===== src/rtl/accum_core.sv =====
// accum_core: multi-cycle accumulator processor core with a req/ack memory port.
//   Ports: clk, rst_n (async, active-low); mem_req/mem_we/mem_addr/mem_wdata out,
//   mem_rdata/mem_ack in; pc_out, acc_out, halted status outputs.
//   Define ACCUM_CORE_SAT_EN to make ADD/SUB saturate instead of wrap.
module accum_core #(
  parameter int DATA_W = 8,
  parameter int REG_N = 8,
  parameter logic [DATA_W-1:0] RESET_PC = '0
) (
  input  logic              clk,
  input  logic              rst_n,
  output logic              mem_req,
  output logic              mem_we,
  output logic [DATA_W-1:0] mem_addr,
  output logic [DATA_W-1:0] mem_wdata,
  input  logic [DATA_W-1:0] mem_rdata,
  input  logic              mem_ack,
  output logic [DATA_W-1:0] pc_out,
  output logic [DATA_W-1:0] acc_out,
  output logic              halted
);
  localparam int RW = (REG_N > 1) ? $clog2(REG_N) : 1;
  localparam logic [2:0] OP_LDI = 3'b000;
  localparam logic [2:0] OP_LDR = 3'b001;
  localparam logic [2:0] OP_STR = 3'b010;
  localparam logic [2:0] OP_ADD = 3'b011;
  localparam logic [2:0] OP_SUB = 3'b100;
  localparam logic [2:0] OP_LW  = 3'b101;
  localparam logic [2:0] OP_SW  = 3'b110;
  localparam logic [2:0] OP_BR  = 3'b111;
  typedef enum logic [1:0] {FETCH, EXEC, MEM, HALT} state_t;
  state_t state_q, state_d;
  logic [DATA_W-1:0] pc_q, pc_d, acc_q, acc_d, instr_q, instr_d;
  logic [DATA_W-1:0] regs_q [REG_N];
  logic [DATA_W-1:0] regs_d [REG_N];
  logic [2:0] op;
  logic [DATA_W-4:0] imm;
  logic [RW-1:0] r;
  logic [DATA_W-1:0] rv, sext, sum, alu, reg_wdata;
  logic is_hlt, sub, reg_we;
  assign op = instr_q[DATA_W-1 -: 3];
  assign imm = instr_q[DATA_W-4:0];
  assign r = imm[RW-1:0];
  assign rv = regs_q[r];
  assign sext = {{3{imm[DATA_W-4]}}, imm};
  assign is_hlt = (op == OP_BR) && (&imm);
  assign sub = (op == OP_SUB);
  assign sum = sub ? acc_q - rv : acc_q + rv;
`ifdef ACCUM_CORE_SAT_EN
  // Overflow when the effective operand signs agree but the result sign differs;
  // clamp towards the sign of the accumulator.
  logic ovf;
  assign ovf = (acc_q[DATA_W-1] ^ rv[DATA_W-1] ^ ~sub) & (sum[DATA_W-1] ^ acc_q[DATA_W-1]);
  assign alu = ovf ? {acc_q[DATA_W-1], {(DATA_W-1){~acc_q[DATA_W-1]}}} : sum;
`else
  assign alu = sum;
`endif
  always_ff @(posedge clk or negedge rst_n) begin
    if (!rst_n) state_q <= FETCH;
    else state_q <= state_d;
  end
  always_comb begin
    state_d = state_q;
    case (state_q)
      FETCH: state_d = mem_ack ? EXEC : FETCH;
      EXEC: state_d = (op == OP_LW || op == OP_SW) ? MEM : (is_hlt ? HALT : FETCH);
      MEM: state_d = mem_ack ? FETCH : MEM;
      default: state_d = HALT;
    endcase
  end
  // Request lines are gated by rst_n so an asserted reset drops them immediately.
  always_comb begin
    mem_req = rst_n && (state_q == FETCH || state_q == MEM);
    mem_we = rst_n && state_q == MEM && op == OP_SW;
    mem_addr = (state_q == MEM) ? acc_q : pc_q;
    mem_wdata = rv;
  end
  // Single register write port shared by STR (EXEC) and LW (MEM).
  always_comb begin
    pc_d = pc_q;
    acc_d = acc_q;
    instr_d = instr_q;
    reg_we = 1'b0;
    reg_wdata = acc_q;
    regs_d = regs_q;
    if (state_q == FETCH && mem_ack) begin
      instr_d = mem_rdata;
      pc_d = pc_q + DATA_W'(1);
    end
    if (state_q == EXEC) begin
      case (op)
        OP_LDI: acc_d = sext;
        OP_LDR: acc_d = rv;
        OP_STR: reg_we = 1'b1;
        OP_ADD, OP_SUB: acc_d = alu;
        OP_BR: pc_d = (!is_hlt && acc_q != '0) ? rv : pc_q;
        default: ;
      endcase
    end
    if (state_q == MEM && mem_ack && op == OP_LW) begin
      reg_we = 1'b1;
      reg_wdata = mem_rdata;
    end
    if (reg_we) regs_d[r] = reg_wdata;
  end
  always_ff @(posedge clk or negedge rst_n) begin
    if (!rst_n) begin
      pc_q <= RESET_PC;
      acc_q <= '0;
      instr_q <= '0;
      for (int i = 0; i < REG_N; i++) regs_q[i] <= '0;
    end else begin
      pc_q <= pc_d;
      acc_q <= acc_d;
      instr_q <= instr_d;
      regs_q <= regs_d;
    end
  end
  assign pc_out = pc_q;
  assign acc_out = acc_q;
  assign halted = (state_q == HALT);
endmodule


===== config.mk =====
export PLATFORM = sky130hd
export DESIGN_NAME = accum_core
export DESIGN_NICKNAME = d
export VERILOG_FILES = /design/src/rtl/accum_core.sv
export SDC_FILE = /design/constraint.sdc
export NUM_CORES = 1
export LEC_CHECK = 0
export CAP_MARGIN = 20
export CORE_MARGIN = 5
export CORE_UTILIZATION = 60
export CTS_BUF_LIST = sky130_fd_sc_hd__clkbuf_8
export DETAILED_ROUTE_END_ITERATION = 16
export GPL_TIMING_DRIVEN = 0
export PLACE_DENSITY = 0.83
export SYNTH_ARGS = -nofsm -noshare
export SYNTH_HDL_FRONTEND = slang
export SYNTH_SLANG_ARGS = --single-unit

===== constraint.sdc =====
create_clock -name clk -period 7.56 [get_ports clk]
set_input_delay 1.512 -clock clk [delete_from_list [all_inputs] [get_ports clk]]
set_output_delay 1.512 -clock clk [all_outputs]
set_load 0.03 [all_outputs]

==> results of run 1 <==
registers in the layout, summed over array words and instances (netlist names):
name and flops:
regs_q 64, pc_out 8, instr_q 8, state_q 2, acc_out 8
logic make-up after synthesis:
group | Yosys count | synth area share (%)
mux | 37 | 11.0
flops | 90 | 46.0
fa+ha+maj | 10 | 2.71
buf+inv | 46 | 4.17
xor+xnor | 9 | 1.92
simple gates | 175 | 16.4
compound gates | 142 | 17.8
power by group through the flow:
stage                     Clock (uW)  Combinational (uW)  Sequential (uW)
final                            315                 182              505
after global routing             338                 197              506
after CTS                        316                 180              504
after detailed placement           0                 179              514
after global placement             0                 171              513
after floorplan                    0                 122              511
cells in the final DEF (no fill, tap or decap), drive strengths merged, types with 2 or more instances in the layout:
cell / n
o21ai: 54
clkinvlp: 2
nor4: 4
nand3: 9
o21a: 6
a211oi: 2
dfrtp: 90
o22ai: 7
nand2b: 9
clkinv: 2
mux2i: 14
or2: 2
nand4: 3
or4: 3
clkdlybuf4s50: 44
clkbuf: 22
a31o: 2
a221oi: 2
and2: 3
a31oi: 2
nor2: 58
ha: 9
o221a: 2
nand2: 62
nor2b: 3
mux2: 12
o32a: 2
xor2: 2
a221o: 2
xnor2: 6
a21oi: 45
o31ai: 4
and3: 2
nor3: 15
o221ai: 3
inv: 23
buf: 15
mux4: 11
per-stage QoR:
step,hold slack (ns),utilization [%],cells,area (sq um)
4_1_cts,0.489,70.2,676,5680
6_report,0.487,70.2,676,5680
5_1_grt,0.522,70.2,676,5680
3_3_place_gp,0.458,67.6,659,5470
3_5_place_dp,0.467,67.9,660,5500
2_1_floorplan,0.442,-,509,4890
final timing paths:
| check | slack, ns | start | endpoint |
|---|---|---|---|
| worst min register to register | 0.49 | regs_q[52]$_DFFE_PN0P_ | regs_q[52]$_DFFE_PN0P_ |
| worst max-delay path | 3.09 | instr_q[1]$_DFFE_PN0P_ | mem_wdata[6] |
| worst min-delay path | 0.49 | regs_q[52]$_DFFE_PN0P_ | regs_q[52]$_DFFE_PN0P_ |
| min in group asynchronous | 1.02 | rst_n | pc_out[2]$_DFFE_PN0P_ |
| worst max register to register | 3.24 | instr_q[0]$_DFFE_PN0P_ | acc_out[7]$_DFFE_PN0P_ |
| max in group asynchronous | 5.89 | rst_n | regs_q[32]$_DFFE_PN0P_ |
tightest hold or removal path, stage by stage, from the launching register on:
cell and delay, ns:
sky130_fd_sc_hd__dfrtp_1 0.35, sky130_fd_sc_hd__nand2_1 0.05, sky130_fd_sc_hd__o21ai_0 0.06
routing by layer:
layer | global-route usage (%) | share of wire, % | vias to the layer above
li1 | - | - | 1932
met1 | 32.7 | 39 | 2076
met2 | 47.6 | 51 | 193
met3 | 5.00 | 7.0 | 37
met4 | 11.0 | 3.0 | 0
met5 | 0 | 0 | -
final cells by class:
type | count | area, sq um
buffer | 25 | 125
timing repair buffer | 46 | 475
fill | 660 | 2410
sequential | 90 | 2250
clock inverter | 6 | 46.3
multi-input combinational | 373 | 2430
inverter | 21 | 78.8
tap | 105 | 131
clock buffer | 10 | 138
==> results list, run 1 <==
- Area leader, netlist: sky130_fd_sc_hd__dfrtp_1
- For this run, the number of Yosys warnings is 0.
- Clock power frac: 31.4%
- Fraction of power consumed by sequential logic: 50.4%
- Antenna violations before repair: 0
* Number of global-route vias before repair: 4259
- The cell area that synthesis handed to floorplanning was 4890 sq um.
* Least setup slack across all paths after layout: 3.09 ns
* Max-slew violations: 0
- Die extent in y: 100 um
- Pre-CTS WS: 3.31 ns
- TritonCTS buffer count: 9
- Final setup fails: 0
- Setup repair after global routing left no endpoint under its margin.
* Starting density of the core: 60.4%
- After layout, the worst path uses 59.2% of the clock period.
- For this design the total switching power over the nets is 300 uW.
- 46 I/O pins were placed.
- After synthesis, the largest area contributor takes up 46.0% of total cell area.
- Internal Power: 701 uW
- The worst hold path passes through 2 cells.
* Endpoint required time on the critical path: 6.05 ns
- The number of gates resized after CTS was 0.
- Clock skew on the completed layout was measured at 0.0133 ns.
- First-pass DRT Iterations: 6
- Chain of cells forming the critical path: buf_2 > nand2_1 > o311ai_2 > clkdlybuf4s50_1
* Cell depth of the worst setup path: 4
- TritonCTS built the clock tree.
- The completed layout was analyzed and its total power is 1000 uW.
- For the worst-skew pair, the clock arrives at the later sink with an insertion delay of 0.36 ns.
* Number of cells on the worst reg-to-reg path: 14
- Number of vias per cell: 6.27
- Maximum fanout along the worst path: 10
- Kind of end point of the critical path: output pin
- The total overflow left after global routing is 0.
- The floorplan step defined a core boundary enclosing 8090 sq um.
* Mean post-synth cell area: 9.61 sq um
* Most area-consuming cells after synthesis: sky130_fd_sc_hd__dfrtp_1 (46%), sky130_fd_sc_hd__o21ai_0 (5.1%), sky130_fd_sc_hd__nand2_1 (4.8%)
- Total power per unit cell area: 176 nW/um^2
* Global Route Usage Sum: 27.1%
* Total Die Area: 10100 sq um
- In the final routed layout, each cell accounts on average for 19.3 um.
* Start-to-end type of the worst setup path: flip-flop to output pin
* Comb pwr share: 18.2%
* Residual antenna-violating net count after detailed routing: 0
* Antenna diodes: 0
- Post-layout net count: 587
- Most instantiated cells after synthesis: sky130_fd_sc_hd__dfrtp_1 (90), sky130_fd_sc_hd__nand2_1 (62), sky130_fd_sc_hd__nor2_1 (57)
- Fin Setup TNS: 0 ns
- Crit path time final: 4.47 ns
- Detailed-route via count: 4238
- In this design, the stage delay of the slowest critical-path cell is 0.82 ns.
- Family with the most delay on the worst path: buffers and inverters
- Root buffer selected by CTS: sky130_fd_sc_hd__clkbuf_8
- The min-delay analysis places its worst path in the category flip-flop to flip-flop.
* Instance count of the mapped netlist: 509
* Leak: 0.00241 uW
- The worst setup path is launched from a flip-flop.
- Peak supply drop: 0.000136 V
- Total Wirelength: 13000 um
- The first global-routing pass estimated 21300 um of wire.
- FP Rows: 33
- Main flop type after synthesis: sky130_fd_sc_hd__dfrtp_1
- After synthesis, the share of flip-flops with an asynchronous set or reset is 100%.
- The clock drives 90 sinks.
- Dominant cell by count in the synthesized netlist: sky130_fd_sc_hd__dfrtp_1
* First-iteration detailed-routing DRC count: 301
* Final weighted congestion of routability-driven global placement: 0.913
- Clock-pin slew was measured on the worst setup and hold paths at 0.10 ns.
- Net switching is 30.0% of the power.
* Post-synth EDFFs: 0
- Share of final-layout standard cells stronger than drive strength 1: 11.9%
- Hold repair after CTS inserted 0 buffers.
- Across the run, the number of max-cap violations was 0.
* Critical path arrival: 2.96 ns
* Transition at the pin with the smallest max-transition slack: 0.854 ns
- The clock passes through at most 2 buffers.
- Slew headroom: 41.4%
- Final Hold Fails: 0
* Post-CTS setup buffer count: 0
* Chip width: 100 um
- Synthesis instantiated 63 different standard cells from the library.
* Number of synthesized register bits: 90
- Run status: finished clean
- Counting every net in the synthesized netlist gives 530.
- DPL Wire Length: 9630 um
- After detailed routing, the number of remaining DRC violations is 0.
- Summing the sequential cell areas from Yosys gives 46.0% of the chip area.
* Pin count of the biggest net entering global routing: 74
- The H-tree was split into 3 levels.
- Worst path buffer plus inverter count: 2
- Maximum frequency from static timing analysis: 224 MHz
- Area growth, synth to finish: 16.2%
* Highest-delay cell along the critical path: sky130_fd_sc_hd__clkdlybuf4s50_1
* Number of input and output port buffers inserted: 45
No activity file was read; power rests on OpenSTA's default activity.
==> run 2: changes to the inputs <==
- CORE_UTILIZATION: 60 -> 54
- PLACE_DENSITY: 0.83 -> 0.79
- clock period: 7.56 -> 3.99 ns (I/O delays scaled with it)
==> results list, run 2 (synthesis gave the netlist of run 1 again) <==
* Count of maximum capacitance violations: 0 (unchanged)
- The first-pass detailed-route iteration total is 5 (-1).
- The leakage component of the power came to 0.00245 uW (+1.7%).
* Total Wirelength: 13200 um (+1.4%)
- In this run the critical register-to-register path is launched from instr_q[1]$_DFFE_PN0P_.
* Number of vias per cell: 6.20 (-1.1%)
- Worst-case register-to-register setup slack: 0.11 ns (-3.13 ns)
- The total via count after detailed routing came to 4216 (-0.52%).
- The full die area was 11100 sq um (+10%).
* Maximum frequency from static timing analysis: 258 MHz
* Final Hold Fails: 0 (unchanged)
* Clock tree from TritonCTS: built
* Area growth, synth to finish: 17.8%
* Post-layout net count: 588 (+0.17%)
* TritonCTS Sinks: 90 (unchanged)
- Antenna diodes: 0 (unchanged)
- The largest fanout of any net on the critical path is 10 (unchanged).
* Slew headroom: 37.5% (-3.9 points)
- Most common cell after layout, fill and taps aside: sky130_fd_sc_hd__dfrtp_1
- The clock tree buffer depth was 2 (unchanged).
* Clock-pin slew reported for the worst setup and hold paths after clock tree synthesis: 0.10 ns (about the same)
- The flip-flop count of the largest register after layout was 64 (unchanged).
- STA classifies the critical path startpoint as a flip-flop.
- The count of non-filler cells in the finished layout was 680 (+0.59%).
- The floorplan row count came to 34 (+3.0%).
- The total setup violations reported at the end of the flow is 0 (unchanged).
* FILL cells: 724 (+9.7%)
- Crit path time final: 3.88 ns
- The die boundary width was 105 um (+4.9%).
- Max-slew violations: 0 (unchanged)
- The clock skew is 0.00985 ns (-0.00341 ns).
* First-iteration detailed-routing DRC count: 241 (-20%)
- Final worst path period share: 97.1%
* Critical path arrival: 4.19 ns (+1.23 ns)
- Peak supply drop: 0.000245 V (+80%)
* Start-to-end type of the worst setup path: flip-flop to flip-flop
* Starting density of the core: 55.8% (-4.6 points)
* Number of global-route vias before repair: 4166 (-2.2%)
- Residual antenna-violating net count after detailed routing: 0 (unchanged)
- The number of buffers added on ports came to 45 (unchanged).
* Overflow after GRT: 0 (unchanged)
- DPL Wire Length: 9780 um (+1.6%)
* Kind of end point of the critical path: flip-flop
- The number of placed cells counting well taps was 663 (+0.45%).
* Type of the most critical hold path: primary input to async pin
- Antenna violations before repair: 0 (unchanged)
* IO Pins: 46 (unchanged)
- Worst skew pair latency: 0.38 ns (+0.02 ns)
* Global Route Usage Sum: 24.8% (-2.3 points)
- Number of hold buffers added after cts: 0 (unchanged)
- Root buffer selected by CTS: sky130_fd_sc_hd__clkbuf_8
- The register with the most flip-flops in the final layout is regs_q.
- The smallest hold slack came to 0.282 ns (-0.205 ns).
- The fraction of final layout cells with drive strength greater than 1 is 13.3% (+1.4 points).
- First-pass GRT wire length: 21800 um (+2.2%)
- The post-detailed-route DRC marker count was 0 (unchanged).
- The pin count of the biggest net entering global routing is 75 (+1.4%).
- Maximum level of the CTS H-tree: 3 (unchanged)
* Endpoint required time on the critical path: 4.31 ns (-1.74 ns)
- Die extent in y: 105 um (+4.9%)
* TritonCTS buffer count: 9 (unchanged)
- Run status: finished clean
* Final weighted congestion of routability-driven global placement: 0.907 (-0.61%)
* Commonest non-fill, non-tap cells in the layout: sky130_fd_sc_hd__dfrtp_1 (90), sky130_fd_sc_hd__nand2_1 (62), sky130_fd_sc_hd__nor2_1 (57)
- The core area came to 8760 sq um (+8.3%).
* Transition at the pin with the smallest max-transition slack: 0.911 ns (+0.0571 ns)
- Crit path from: instr_q[1]$_DFFE_PN0P_
- In this run the critical register-to-register path is captured at acc_out[7]$_DFFE_PN0P_.
* Number of cells on the worst reg-to-reg path: 14 (unchanged)
- Total power per unit cell area: 336 nW/um^2 (+90%)
* Average routed wire per standard cell: 19.4 um (+0.82%)
==> run 2: worst max-delay path by stage <==
| stage | to | cells past startpoint |
|---|---|---|
| 6_report | acc_out[7]$_DFFE_PN0P_ | 14 |
| 4_1_cts | acc_out[7]$_DFFE_PN0P_ | 14 |
| 2_1_floorplan | acc_out[7]$_DFFE_PN0P_ | 14 |
| 3_5_place_dp | acc_out[7]$_DFFE_PN0P_ | 14 |
| 3_3_place_gp | mem_we | 4 |
| 5_1_grt | acc_out[7]$_DFFE_PN0P_ | 14 |
==> run 2: repair_timing <==
| action | 4_1_cts | 5_1_grt |
|---|---|---|
| setup endpoints to repair | 1 | 2 |
| buffers inserted | 0 | 2 |
| gates resized for setup | 5 | 6 |
==> run 2: area by class of cell <==
cell class	instances	area, sq um	share of cell area [%]
well taps	108	135	2.35
repair buffers	48	490	8.51
multi-input cells	373	2490	43.2
clock inverters	7	65.1	1.13
flip-flops and latches	90	2250	39.1
inverters	21	78.8	1.37
plain buffers	24	128	2.21
clock buffers	9	124	2.15
==> run 2: power breakdown <==
part           switching, uW  leakage [uW]  total [uW]  internal [uW]
Sequential              18.2       0.00116         956            938
Clock                    375      0.000100         620            245
Combinational            208       0.00119         359            151
Total                    601       0.00245        1940           1330
==> run 2: critical path: stages, from the launching register on <==
cell                       delay, ns
sky130_fd_sc_hd__dfrtp_1        0.46
sky130_fd_sc_hd__clkbuf_4       0.29
sky130_fd_sc_hd__buf_4          0.25
sky130_fd_sc_hd__mux4_2         0.34
sky130_fd_sc_hd__mux2i_1        0.33
sky130_fd_sc_hd__nand2_1        0.16
sky130_fd_sc_hd__o31ai_2        0.27
sky130_fd_sc_hd__xor2_1         0.10
sky130_fd_sc_hd__ha_1           0.24
sky130_fd_sc_hd__or4_1          0.50
sky130_fd_sc_hd__o22ai_2        0.18
sky130_fd_sc_hd__xor3_1         0.30
sky130_fd_sc_hd__xnor2_1        0.17
sky130_fd_sc_hd__nand2_1        0.09
sky130_fd_sc_hd__a21oi_2        0.14
==> run 2: per-stage QoR <==
| step | total power (uW) | setup TNS, ns | util [%] | cell area (sq um) | setup slack (ns) |
|---|---|---|---|---|---|
| floorplan | 1200 | 0 | - | 4890 | 0.361 |
| global placement | 1300 | -100.34 | 62.5 | 5480 | -2.08 |
| detailed placement | 1310 | -0.254 | 62.8 | 5500 | -0.254 |
| CTS | 1930 | 0 | 65.2 | 5710 | 0.00337 |
| global route | 2020 | -0.00970 | 65.7 | 5760 | -0.00970 |
| finish | 1940 | 0 | 65.7 | 5760 | 0.114 |
==> run 2: layer usage <==
layer,global-route usage (%),up-vias,routed length (um)
met5,0,-,0
li1,-,1932,-
met2,42.5,165,6620
met1,31.2,2085,5250
met3,4.19,34,908
met4,9.50,0,435
